[src/rtl/pc_gen_pkg.sv]
// pc_gen_pkg: shared defaults and state encoding for the IF-stage PC generator.
//   DEF_RESET_PC / DEF_EXC_VEC  : reset and exception entry addresses
//   DEF_IM_BASE / DEF_IM_BYTES  : legal fetch window (range-check build only)
//   DEF_STEP                    : sequential fetch increment in bytes
//   pc_state_e                  : RUN (no redirect waiting) / HOLD (redirect parked)
package pc_gen_pkg;

  localparam logic [31:0] DEF_RESET_PC = 32'h0000_3000;
  localparam logic [31:0] DEF_EXC_VEC  = 32'h0000_4180;
  localparam logic [31:0] DEF_IM_BASE  = 32'h0000_3000;
  localparam logic [31:0] DEF_IM_BYTES = 32'h0000_1000;
  localparam int          DEF_STEP     = 4;

  typedef enum logic {
    RUN  = 1'b0,
    HOLD = 1'b1
  } pc_state_e;

endpackage

[src/rtl/pc_adder.sv]
// pc_adder: constant-increment adder, sum_o = a_i + INC modulo 2^WIDTH.
//   a_i   : operand
//   sum_o : operand plus INC, wrapping silently
module pc_adder #(
  parameter int WIDTH = 32,
  parameter int INC   = 4
) (
  input  logic [WIDTH-1:0] a_i,
  output logic [WIDTH-1:0] sum_o
);

  localparam logic [WIDTH-1:0] INC_W = WIDTH'(INC);

  assign sum_o = a_i + INC_W;

endmodule

[src/rtl/pc_gen.sv]
// pc_gen: program-counter generator at the head of the IF stage.
// Owns the PC register, produces PC+STEP / PC+2*STEP, and arbitrates the next
// PC between exception entry, eret, branch/jump redirect and sequential flow.
// A redirect arriving while stalled is parked and applied when the stall drops.
//
// Ports:
//   clk, reset        : clock (rising edge), synchronous active-high reset
//   stall             : PC holds while high (exception and eret still apply)
//   redirect_valid    : branch/jump taken, target in redirect_target
//   exc_req           : exception entry, jump to EXC_VEC
//   eret_req / epc    : return from exception to epc
//   pc                : registered fetch address
//   pc_plus4/pc_plus8 : pc + STEP, pc + 2*STEP (link value)
//   pending           : registered, a parked redirect is waiting
//   fetch_adel        : pc not word aligned
//   fetch_oor         : pc outside [IM_BASE, IM_BASE+IM_BYTES)
//
// Optional build macro PC_RANGE_CHECK_EN: enables the fetch_oor comparator;
// without it fetch_oor is tied low.
module pc_gen
  import pc_gen_pkg::*;
#(
  parameter int          WIDTH    = 32,
  parameter logic [31:0] RESET_PC = DEF_RESET_PC,
  parameter logic [31:0] EXC_VEC  = DEF_EXC_VEC,
  parameter int          STEP     = DEF_STEP,
  parameter logic [31:0] IM_BASE  = DEF_IM_BASE,
  parameter logic [31:0] IM_BYTES = DEF_IM_BYTES
) (
  input  logic             clk,
  input  logic             reset,
  input  logic             stall,
  input  logic             redirect_valid,
  input  logic [WIDTH-1:0] redirect_target,
  input  logic             exc_req,
  input  logic             eret_req,
  input  logic [WIDTH-1:0] epc,
  output logic [WIDTH-1:0] pc,
  output logic [WIDTH-1:0] pc_plus4,
  output logic [WIDTH-1:0] pc_plus8,
  output logic             pending,
  output logic             fetch_adel,
  output logic             fetch_oor
);

  localparam logic [WIDTH-1:0] RESET_PC_W = WIDTH'(RESET_PC);
  localparam logic [WIDTH-1:0] EXC_VEC_W  = WIDTH'(EXC_VEC);

  pc_state_e        state_q, state_d;
  logic [WIDTH-1:0] pc_q, pc_d;
  logic [WIDTH-1:0] pend_tgt_q, pend_tgt_d;

  pc_adder #(.WIDTH(WIDTH), .INC(STEP)) u_add_step (
    .a_i   (pc_q),
    .sum_o (pc_plus4)
  );

  pc_adder #(.WIDTH(WIDTH), .INC(2 * STEP)) u_add_link (
    .a_i   (pc_q),
    .sum_o (pc_plus8)
  );

  always_ff @(posedge clk) begin
    if (reset) begin
      pc_q       <= RESET_PC_W;
      state_q    <= RUN;
      pend_tgt_q <= '0;
    end else begin
      pc_q       <= pc_d;
      state_q    <= state_d;
      pend_tgt_q <= pend_tgt_d;
    end
  end

  // Exception and eret override the stall: they flush the front end, so any
  // parked redirect belongs to squashed instructions and is dropped.
  always_comb begin
    pc_d       = pc_plus4;
    state_d    = state_q;
    pend_tgt_d = pend_tgt_q;
    if (exc_req) begin
      pc_d    = EXC_VEC_W;
      state_d = RUN;
    end else if (eret_req) begin
      pc_d    = epc;
      state_d = RUN;
    end else if (stall) begin
      pc_d = pc_q;
      if (redirect_valid) begin
        // Latest redirect during a stall overwrites any earlier one.
        pend_tgt_d = redirect_target;
        state_d    = HOLD;
      end
    end else if (redirect_valid) begin
      // A live redirect comes from a younger branch decision than the parked one.
      pc_d    = redirect_target;
      state_d = RUN;
    end else if (state_q == HOLD) begin
      pc_d    = pend_tgt_q;
      state_d = RUN;
    end
  end

  assign pc         = pc_q;
  assign pending    = (state_q == HOLD);
  assign fetch_adel = (pc_q[1:0] != 2'b00);

`ifdef PC_RANGE_CHECK_EN
  // One extra bit so IM_BASE + IM_BYTES cannot wrap at the top of the space.
  localparam logic [WIDTH:0] WIN_LO = {1'b0, WIDTH'(IM_BASE)};
  localparam logic [WIDTH:0] WIN_HI = WIN_LO + {1'b0, WIDTH'(IM_BYTES)};

  assign fetch_oor = ({1'b0, pc_q} < WIN_LO) || ({1'b0, pc_q} >= WIN_HI);
`else
  assign fetch_oor = 1'b0;
`endif

endmodule
[config.mk]
export PLATFORM = sky130hd
export DESIGN_NAME = pc_gen
export DESIGN_NICKNAME = d
export VERILOG_FILES = /design/src/rtl/pc_gen_pkg.sv /design/src/rtl/pc_adder.sv /design/src/rtl/pc_gen.sv
export SDC_FILE = /design/constraint.sdc
export NUM_CORES = 1
export LEC_CHECK = 0
export BUFFER_PORTS_ARGS = -buffer_cell sky130_fd_sc_hd__clkbuf_2
export CORE_MARGIN = 3
export CORE_UTILIZATION = 50
export CTS_CLUSTER_DIAMETER = 40
export CTS_CLUSTER_SIZE = 25
export DETAILED_ROUTE_END_ITERATION = 8
export PLACE_DENSITY = 0.82
export SLEW_MARGIN = 20
export SYNTH_ARGS = -nofsm -noshare
export SYNTH_HDL_FRONTEND = slang
export SYNTH_SLANG_ARGS = --single-unit
[constraint.sdc]
create_clock -name clk -period 3 [get_ports clk]
set_input_delay 0.15 -clock clk [delete_from_list [all_inputs] [get_ports clk]]
set_output_delay 0.15 -clock clk [all_outputs]
set_load 0.005 [all_outputs]
==> impl_metrics.py, run 1 <==
metrics = {
    "outcome": {
        "status": "finished clean",
    },
    "power": {
        "power_frac_comb_pct": 18.2,
        "finalPower_uw": 2300,
        "internal-power_uw": 1630,
        "switchingPower_uw": 669,
        "p_clk_share_pct": 40.5,
        "peakVddDrop_uv": 260,
        "power_frac_seq_pct": 41.3,
        "p_per_area_mw_per_mm2": 422,
        "cellLeakagePower_uw": 0.00237,
        "p_sw_share_pct": 29.1,
    },
    "synth": {
        "synth_compound_area_share_pct": 24.4,
        "synth_xor_area_share_pct": 10.6,
        "synth_fa_ha_area_share_pct": 0.571,
        "synth-main-ff-cell": "dfxtp_1",
        "synth_nets": 673,
        "synthArstFlopShare_pct": 0,
        "synthTopCellsByArea": "dfxtp_1 (30%), nand2_1 (9.2%), a21oi_1 (6.6%)",
        "ys_warn_count": 0,
        "synth_top_family_by_area": "simple AND/OR/NAND/NOR gates",
        "avgSynthCellArea_um2": 7.29,
        "synth_area_mm2": 0.00438,
        "synth_most_common_cell": "nand2_1",
        "ys_top_cells_by_count": "nand2_1 (107), dfxtp_1 (65), a21oi_1 (58)",
        "synthSimpleGateAreaFrac_pct": 25.7,
        "muxShareOfSynthArea_pct": 1.17,
        "synth_edf_count": 0,
        "synth_top_cell_area_share_pct": 29.7,
        "ys_seq_area_share_pct": 29.7,
        "syn_inst": 601,
        "synth_top_area_cell": "dfxtp_1",
        "synth-seq-cells": 65,
        "synth.distinct_cells": 59,
    },
    "clocking": {
        "post_cts_buffers": 0,
        "clk_latency_ns": 0.35,
        "cts_tree": "yes",
        "cts_root_buf": "clkbuf_8",
        "clock_path_buffers": 2,
        "cts_buffers": 9,
        "cts.sinks": 65,
        "htreeDepth": 3,
        "clk_pin_slew_ns": 0.08,
    },
    "drt": {
        "post_drt_wl_per_cell_um": 19.0,
        "drc_errors": 0,
        "wl_mm": 16.0,
        "viasPerCell": 6.10,
        "dr_total_vias": 5147,
        "ant_nets": 0,
        "drt_iter0_markers": 653,
        "drtPass1Iterations": 5,
    },
    "hold_path": {
        "hold_path_class": "in2reg",
    },
    "worst_setup_path": {
        "crit_fanout": 9,
        "worst-r2r-setup-slack_ns": 0.46,
        "critPathRequiredTime_ns": 2.85,
        "critical_path_arrival_ns": 2.65,
        "critPathCaptureType": "output pin",
        "crit_type": "reg2out",
        "worstSetupStartpointType": "register",
    },
    "grt": {
        "grt_pass1_wl_mm": 25.4,
        "antenna_found_initial": 0,
        "grt_pass1_vias": 4741,
        "grt_start_max_net_pins": 50,
        "grt.total_usage_pct": 32.4,
        "grt-ovfl-total": 0,
    },
    "finish": {
        "regArea_mm2": 0.00130,
        "syn2layout_area_growth_pct": 24.4,
        "drive_above_1_share_pct": 29.6,
        "nFillCells": 753,
        "multi_input_area_mm2": 0.00275,
        "num_antenna_cells": 0,
        "final_nets": 806,
        "final_cells": 844,
    },
    "placement": {
        "gp_congestion": 0.961,
        "port_buffers": 167,
        "dp.cells": 828,
        "dpl.hpwl_mm": 12.2,
        "place_ws_ns": 0.506,
    },
    "timing": {
        "hold_violations": 0,
        "worst_pin_slew_ns": 0.742,
        "max_freq_mhz": 357,
        "maxSlewHeadroom_pct": 50.1,
        "rsz0062_at_grt": "false",
        "hold_slack_ns": 0.0221,
        "setup_tns_ns": 0,
        "skew_ns": 0.00856,
        "min_period_ns": 2.80,
        "setup_viol": 0,
        "fin_crit_sh_pct": 93.5,
        "timing.final.max_slew_violations": 0,
        "setup_ws_ns": 0.196,
    },
    "floorplanning": {
        "dieArea_mm2": 0.00993,
        "core_mm2": 0.00838,
        "die_h_um": 99.6,
        "initial_utilization_pct": 52.3,
        "pin_count": 169,
        "std_cell_rows": 33,
        "fp.dieW_um": 99.6,
    },
    "flow_run": {
        "maxCapViolations": 0,
    },
}
==> routing by layer <==
layer / part of all wire [%] / track usage, % / vias to the layer above
li1: - / - / 2378
met1: 41 / 45.6 / 2410
met2: 47 / 50.5 / 334
met3: 11 / 6.59 / 25
met4: 1.6 / 8.93 / 0
met5: 0 / 0 / -
==> path summary, 6_finish.rpt <==
kind,depth (start not counted),endpoint,start
worst max-delay path,7,pc_plus8[31],pc[4]
worst min-delay path,3,pend_tgt_q[3],redirect_target[3]
worst max register to register,5,pc[24],pc[13]
worst min register to register,2,pend_tgt_q[23],pend_tgt_q[23]
==> flip-flops by register name, summed over array words and instances, names as in the netlist, named ones only <==
name and flops:
pending 1, pc 30, pend_tgt_q 32
==> layout make-up <==
type	instances	share of cell area, %
Tap cell	105	2.41
Timing Repair Buffer	185	17.8
Clock buffer	10	2.34
Inverter	14	0.964
Clock inverter	6	2.13
Sequential cell	65	23.9
Multi-Input combinational cell	459	50.5
==> power by group through the flow <==
stage / sequential (µW) / combinational [µW] / clock [µW]
6_report: 951 / 419 / 933
5_1_grt: 957 / 457 / 982
4_1_cts: 949 / 414 / 940
3_5_place_dp: 969 / 412 / 0
3_3_place_gp: 966 / 407 / 0
2_1_floorplan: 940 / 244 / 0
==> cells in the final DEF, fill, tap and decap left out, types with 3 or more instances in the layout <==
cell / n
buf_4: 18
o221ai_1: 4
clkbuf_8: 9
a32o_1: 5
clkbuf_2: 167
or3_1: 4
o22ai_1: 5
xnor2_1: 30
a221oi_1: 8
dfxtp_1: 65
clkinv_4: 3
nand3_1: 14
nor3_1: 20
a221o_1: 9
inv_1: 14
o21a_1: 3
a211oi_1: 4
o211ai_1: 7
mux2i_1: 4
and4_1: 3
nand2b_1: 12
a21oi_1: 58
nor2_1: 38
o31ai_1: 7
xor2_1: 23
and3_1: 6
nand4_1: 11
a31oi_1: 4
bufinv_16: 3
nor4_1: 4
nand2_1: 107
or2_2: 7
o21ai_0: 24
==> logic make-up (layout without fill, tap and decap cells) <==
logic type | count (synthesis) | count (layout)
flip-flops | 65 | 65
XOR/XNOR | 53 | 53
other | 1 | 1
adder cells (fa/ha/maj) | 2 | 2
multiplexers | 5 | 5
AND/OR/NAND/NOR | 238 | 238
AO/OA/AOI/OAI | 160 | 160
buffers and inverters | 77 | 215
==> through the flow <==
stage / cell area [µm²] / utilization, %
global placement: 5200 / 62.1
floorplan: 4380 / -
CTS: 5450 / 65.0
detailed placement: 5200 / 62.1
finish: 5450 / 65.0
global route: 5450 / 65.0
==> worst max-delay path: stages, from the launching register on <==
cell      delay (ns)
dfxtp_1         0.49
ha_1            0.32
nand3_1         0.23
or3_1           0.51
nor2_1          0.28
nand3_1         0.16
xnor2_1         0.18
clkbuf_2        0.14
==> repair_timing <==
| action | 4_1_cts | 5_1_grt |
|---|---|---|
| setup endpoints to repair | 0 | 1 |
| resized for setup | 0 | 1 |
| hold buffers | 0 | 0 |
No activity file was read; power rests on OpenSTA's default activity.
==> inputs of run 2 (changes only) <==
--- a/config.mk
+++ b/config.mk
@@ -7,11 +7,11 @@
 export LEC_CHECK = 0
 export BUFFER_PORTS_ARGS = -buffer_cell sky130_fd_sc_hd__clkbuf_2
 export CORE_MARGIN = 3
-export CORE_UTILIZATION = 50
+export CORE_UTILIZATION = 35
 export CTS_CLUSTER_DIAMETER = 40
 export CTS_CLUSTER_SIZE = 25
 export DETAILED_ROUTE_END_ITERATION = 8
-export PLACE_DENSITY = 0.82
+export SETUP_SLACK_MARGIN = 0.4
 export SLEW_MARGIN = 20
 export SYNTH_ARGS = -nofsm -noshare
 export SYNTH_HDL_FRONTEND = slang
==> impl_metrics.py, run 2 (synthesis gave the netlist of run 1 again) <==
metrics = {
    "clocking": {
        "ctsHoldBuffers": 0,
        "clk_latency_ns": 0.33,
        "cts_tree": "yes",
        "cts.sinks": 65,
        "htreeDepth": 3,
        "clk_pin_slew_ns": 0.05,
        "clock_path_buffers": 2,
        "cts_buffers": 9,
        "cts_root_buf": "clkbuf_16",
    },
    "power": {
        "p_clk_share_pct": 45.9,
        "internal-power_uw": 1850,
        "p_sw_share_pct": 27.3,
        "power_frac_seq_pct": 37.7,
        "cellLeakagePower_uw": 0.00243,
        "switchingPower_uw": 694,
        "p_per_area_mw_per_mm2": 448,
        "peakVddDrop_uv": 223,
        "power_frac_comb_pct": 16.4,
    },
    "worst_setup_path": {
        "r2r_cells": 6,
        "r2r-end": "pc[24]",
        "crit_type": "reg2out",
        "worstSetupStartpointType": "register",
        "critPathCaptureType": "output pin",
        "worst-r2r-setup-slack_ns": 0.62,
        "critical_path_arrival_ns": 2.38,
        "r2r_start": "pc[2]",
        "crit_fanout": 10,
        "critPathRequiredTime_ns": 2.85,
    },
    "floorplanning": {
        "core_mm2": 0.0121,
        "die_h_um": 118,
        "fp.dieW_um": 118,
        "std_cell_rows": 40,
        "initial_utilization_pct": 36.2,
        "dieArea_mm2": 0.0139,
        "pin_count": 169,
    },
    "timing": {
        "rsz0062_at_grt": "true",
        "max_freq_mhz": 395,
        "fin_crit_sh_pct": 84.5,
        "hold_violations": 0,
        "worst_pin_slew_ns": 0.629,
        "hold_slack_ns": 0.0520,
        "setup_tns_ns": 0,
        "min_period_ns": 2.53,
        "timing.final.max_slew_violations": 0,
        "skew_ns": 0.00460,
        "maxSlewHeadroom_pct": 57.7,
        "setup_ws_ns": 0.466,
        "setup_viol": 0,
    },
    "outcome": {
        "status": "finished clean",
    },
    "grt": {
        "grt_start_max_net_pins": 38,
        "grt_pass1_wl_mm": 26.0,
        "grt_pass1_vias": 4634,
        "grt-ovfl-total": 0,
        "antenna_found_initial": 0,
        "grt.total_usage_pct": 23.2,
    },
    "drt": {
        "post_drt_wl_per_cell_um": 18.4,
        "dr_total_vias": 5023,
        "viasPerCell": 5.54,
        "drt_iter0_markers": 405,
        "wl_mm": 16.7,
        "ant_nets": 0,
        "drtPass1Iterations": 5,
        "drc_errors": 0,
    },
    "finish": {
        "syn2layout_area_growth_pct": 29.5,
        "mostFrequentLayoutCells": "clkbuf_2 (167), nand2_1 (107), a21oi_1 (58)",
        "nFillCells": 1252,
        "final_nets": 806,
        "max_flop_register": "pend_tgt_q",
        "drive_above_1_share_pct": 32.7,
        "largest_reg_flops": 32,
        "num_antenna_cells": 0,
        "stdcell_area_mm2": 0.00568,
        "final_common_cell": "clkbuf_2",
    },
    "flow_run": {
        "maxCapViolations": 0,
    },
    "hold_path": {
        "hold_path_class": "in2reg",
        "hold_path_depth": 3,
        "min-delay-start": "epc[6]",
        "min_to": "pc[6]",
    },
    "placement": {
        "dpl_cell_area_mm2": 0.00527,
        "gp_congestion": 0.898,
        "port_buffers": 167,
        "dpl.hpwl_mm": 12.6,
        "place_ws_ns": 0.482,
    },
}
==> run 2: cell types whose count changed in the layout (fill, tap and decap cells not counted), sizes merged <==
cell | previous run | this run
clkinv | 3 | 2
bufinv | 3 | 2
clkinvlp | 0 | 1
clkbuf | 177 | 178
==> run 2: power groups by stage <==
stage	logic, µW	clock network [µW]	registers (µW)
final	418	1170	959
after global routing	456	1220	965
after CTS	415	1180	954
after detailed placement	413	0	972
after global placement	411	0	969
after floorplan	244	0	940
==> run 2: stage by stage <==
stage                     total power, µW  instances  utilization (%)
final                                2540        907             46.9
after floorplan                      1180        601                -
after global routing                 2640        907             46.9
after CTS                            2550        905             46.4
after global placement               1380        889             43.5
after detailed placement             1390        889             43.5
==> run 2: layout make-up <==
type	instances	area (µm²)	area share, %
clock buffer	11	253	4.45
clock inverter	5	77.6	1.37
inverter	14	52.6	0.926
multi-input combinational	459	2790	49.2
sequential	65	1320	23.3
tap	168	210	3.70
timing repair buffer	185	971	17.1
==> run 2: worst max-delay path by stage <==
stage	endpoint	slack, ns	start
final	pc_plus4[24]	0.47	pc[2]
after global routing	pc_plus8[31]	0.38	pc[4]
after CTS	pc_plus8[31]	0.34	pc[3]
after detailed placement	pc[24]	0.48	pc[13]
after global placement	pc[24]	0.54	pc[13]
after floorplan	pc[24]	0.67	pc[3]
==> run 2: layer usage <==
layer	part of all wire, %	GRT usage (%)	vias to the layer above
met1	44	32.2	2373
li1	-	-	2379
met2	47	36.6	253
met5	0	0	-
met3	7.8	4.61	18
met4	1.6	6.30	0
==> run 2: repair_timing <==
action	in CTS	in global routing
hold endpoints to repair	0	0
pin swaps	0	1
setup buffers	0	2
setup endpoints to repair	14	18
resized for setup	7	18
==> run 2: critical path, stage by stage, from the launching register on <==
cell	delay, ns
dfxtp_2	0.40
ha_2	0.24
nand4_1	0.12
or4_4	0.53
or3_4	0.38
xnor2_1	0.22
clkbuf_2	0.16
==> inputs of run 3 (changes only) <==
==> constraint.sdc (replaced) <==
create_clock -name clk -period 2.7 [get_ports clk]
set_input_delay 0.135 -clock clk [delete_from_list [all_inputs] [get_ports clk]]
set_output_delay 0.135 -clock clk [all_outputs]
set_load 0.005 [all_outputs]
==> impl_metrics.py, run 3 (synthesis gave the netlist of run 1 again) <==
metrics = {
    "outcome": {
        "status": "finished clean",
    },
    "grt": {
        "antenna_found_initial": 0,
        "grt_pass1_vias": 4763,
        "grt_busiest_layer": "met2",
        "met2_usage_pct": 37.1,
        "grtUsageMet1_pct": 31.4,
        "grt.total_usage_pct": 23.7,
        "grt-ovfl-total": 0,
        "met3_usage_pct": 5.53,
        "grt_start_max_net_pins": 33,
        "grt_pass1_wl_mm": 26.3,
    },
    "timing": {
        "setup_tns_ns": 0,
        "worst_pin_slew_ns": 0.644,
        "max_freq_mhz": 437,
        "maxSlewHeadroom_pct": 57.1,
        "setup_viol": 0,
        "fin_crit_sh_pct": 84.8,
        "timing.final.max_slew_violations": 0,
        "rsz0062_at_grt": "true",
        "skew_ns": 0.00757,
        "min_period_ns": 2.29,
        "hold_violations": 0,
    },
    "power": {
        "p_clk_share_pct": 43.0,
        "internal-power_uw": 1970,
        "p_sw_share_pct": 28.8,
        "power_frac_comb_pct": 19.3,
        "finalPower_uw": 2760,
        "cellLeakagePower_uw": 0.00266,
        "peakVddDrop_uv": 220,
        "p_per_area_mw_per_mm2": 454,
        "power_frac_seq_pct": 37.8,
        "switchingPower_uw": 796,
    },
    "clocking": {
        "htreeDepth": 3,
        "cts_tree": "yes",
        "ctsHoldBuffers": 0,
        "cts_root_buf": "clkbuf_16",
        "cts_buffers": 9,
        "clk_latency_ns": 0.33,
        "clock_path_buffers": 2,
        "cts.sinks": 65,
        "clk_pin_slew_ns": 0.06,
    },
    "floorplanning": {
        "fp.dieW_um": 118,
        "pin_count": 169,
        "dieArea_mm2": 0.0139,
        "initial_utilization_pct": 36.2,
        "die_h_um": 118,
        "std_cell_rows": 40,
        "core_mm2": 0.0121,
    },
    "hold_path": {
        "hold_path_class": "in2reg",
        "min-delay-start": "redirect_target[20]",
        "min_to": "pend_tgt_q[20]",
        "hold_path_depth": 3,
    },
    "finish": {
        "final_nets": 842,
        "nFillCells": 1230,
        "num_antenna_cells": 0,
        "final_common_cell": "clkbuf_2",
        "mostFrequentLayoutCells": "clkbuf_2 (165), nand2_1 (107), a21oi_1 (58)",
        "stdcell_area_mm2": 0.00608,
        "max_flop_register": "pend_tgt_q",
        "syn2layout_area_growth_pct": 38.7,
        "finish.utilization_pct": 50.2,
        "largest_reg_flops": 32,
        "drive_above_1_share_pct": 37.5,
    },
    "drt": {
        "dr_total_vias": 5266,
        "ant_nets": 0,
        "wl_mm": 17.5,
        "drtPass1Iterations": 5,
        "viasPerCell": 5.58,
        "post_drt_wl_per_cell_um": 18.6,
        "drc_errors": 0,
        "drt_iter0_markers": 476,
    },
    "worst_setup_path": {
        "r2r-end": "pc[24]",
        "crit_fanout": 6,
        "critPathRequiredTime_ns": 2.57,
        "critical_path_arrival_ns": 2.15,
        "r2r_cells": 5,
        "worstSetupStartpointType": "register",
        "r2r_start": "pc[15]",
        "crit_type": "reg2out",
        "critPathCaptureType": "output pin",
        "worst-r2r-setup-slack_ns": 0.43,
    },
    "placement": {
        "dpl_cell_area_mm2": 0.00537,
        "port_buffers": 167,
        "gp_congestion": 0.981,
        "dpl.hpwl_mm": 12.8,
    },
    "flow_run": {
        "maxCapViolations": 0,
    },
}
==> run 3: cell count changes in the layout (fill, tap and decap cells not counted), sizes merged <==
cell | previous run | this run
bufinv | 2 | 1
clkbuf | 178 | 176
clkinvlp | 1 | 2
buf | 18 | 56
==> run 3: final cells by class <==
| cell class | count | area, µm² | share of cell area, % |
|---|---|---|---|
| clock buffer | 11 | 243 | 3.99 |
| multi-input combinational | 459 | 2930 | 48.2 |
| sequential | 65 | 1330 | 21.9 |
| tap | 168 | 210 | 3.46 |
| timing repair buffer | 221 | 1260 | 20.7 |
| clock inverter | 5 | 55.1 | 0.906 |
| inverter | 14 | 52.6 | 0.865 |
==> run 3: per-stage QoR <==
step,setup WS [ns],hold WS (ns),instances
4_1_cts,0.293,0.0296,930
5_1_grt,0.334,0.0540,943
3_5_place_dp,0.266,0.383,902
3_3_place_gp,0.356,0.378,902
6_report,0.411,0.0371,943
2_1_floorplan,0.401,0.271,601
==> run 3: worst max-delay path, stage by stage (launching register included) <==
cell	delay, ns
dfxtp_1	0.33
nand4_1	0.21
or4_4	0.61
or3_4	0.39
xnor2_2	0.15
buf_2	0.14
==> run 3: per-layer routing <==
metal	up-vias	wire (µm)	part of all wire, %
met3	43	1590	9.1
li1	2446	-	-
met1	2473	7470	43
met4	0	524	3.0
met5	-	0	0
met2	304	7950	45
==> run 3: timing repair <==
item                                   4_1_cts  5_1_grt
pin swaps                                   12       13
setup endpoints to repair                   32       26
endpoints found under the hold margin        0        0
buffers inserted                            12       13
gates resized for setup                     31       27
==> run 3: power by group through the flow <==
| stage | Clock (µW) | Sequential, µW | Combinational (µW) |
|---|---|---|---|
| floorplan | 0 | 1050 | 272 |
| global placement | 0 | 1060 | 491 |
| detailed placement | 0 | 1060 | 492 |
| CTS | 1200 | 1040 | 504 |
| global route | 1230 | 1050 | 574 |
| finish | 1190 | 1040 | 532 |
==> run 3: worst max path at each step <==
stage	startpoint	endpoint	cells past startpoint
final	pc[15]	pc_plus4[24]	5
after global routing	pc[3]	pc_plus4[31]	7
after CTS	pc[3]	pc_plus4[28]	6
after detailed placement	pc[8]	pc[24]	5
after global placement	pc[7]	pc[24]	5
after floorplan	pc[8]	pc[24]	7
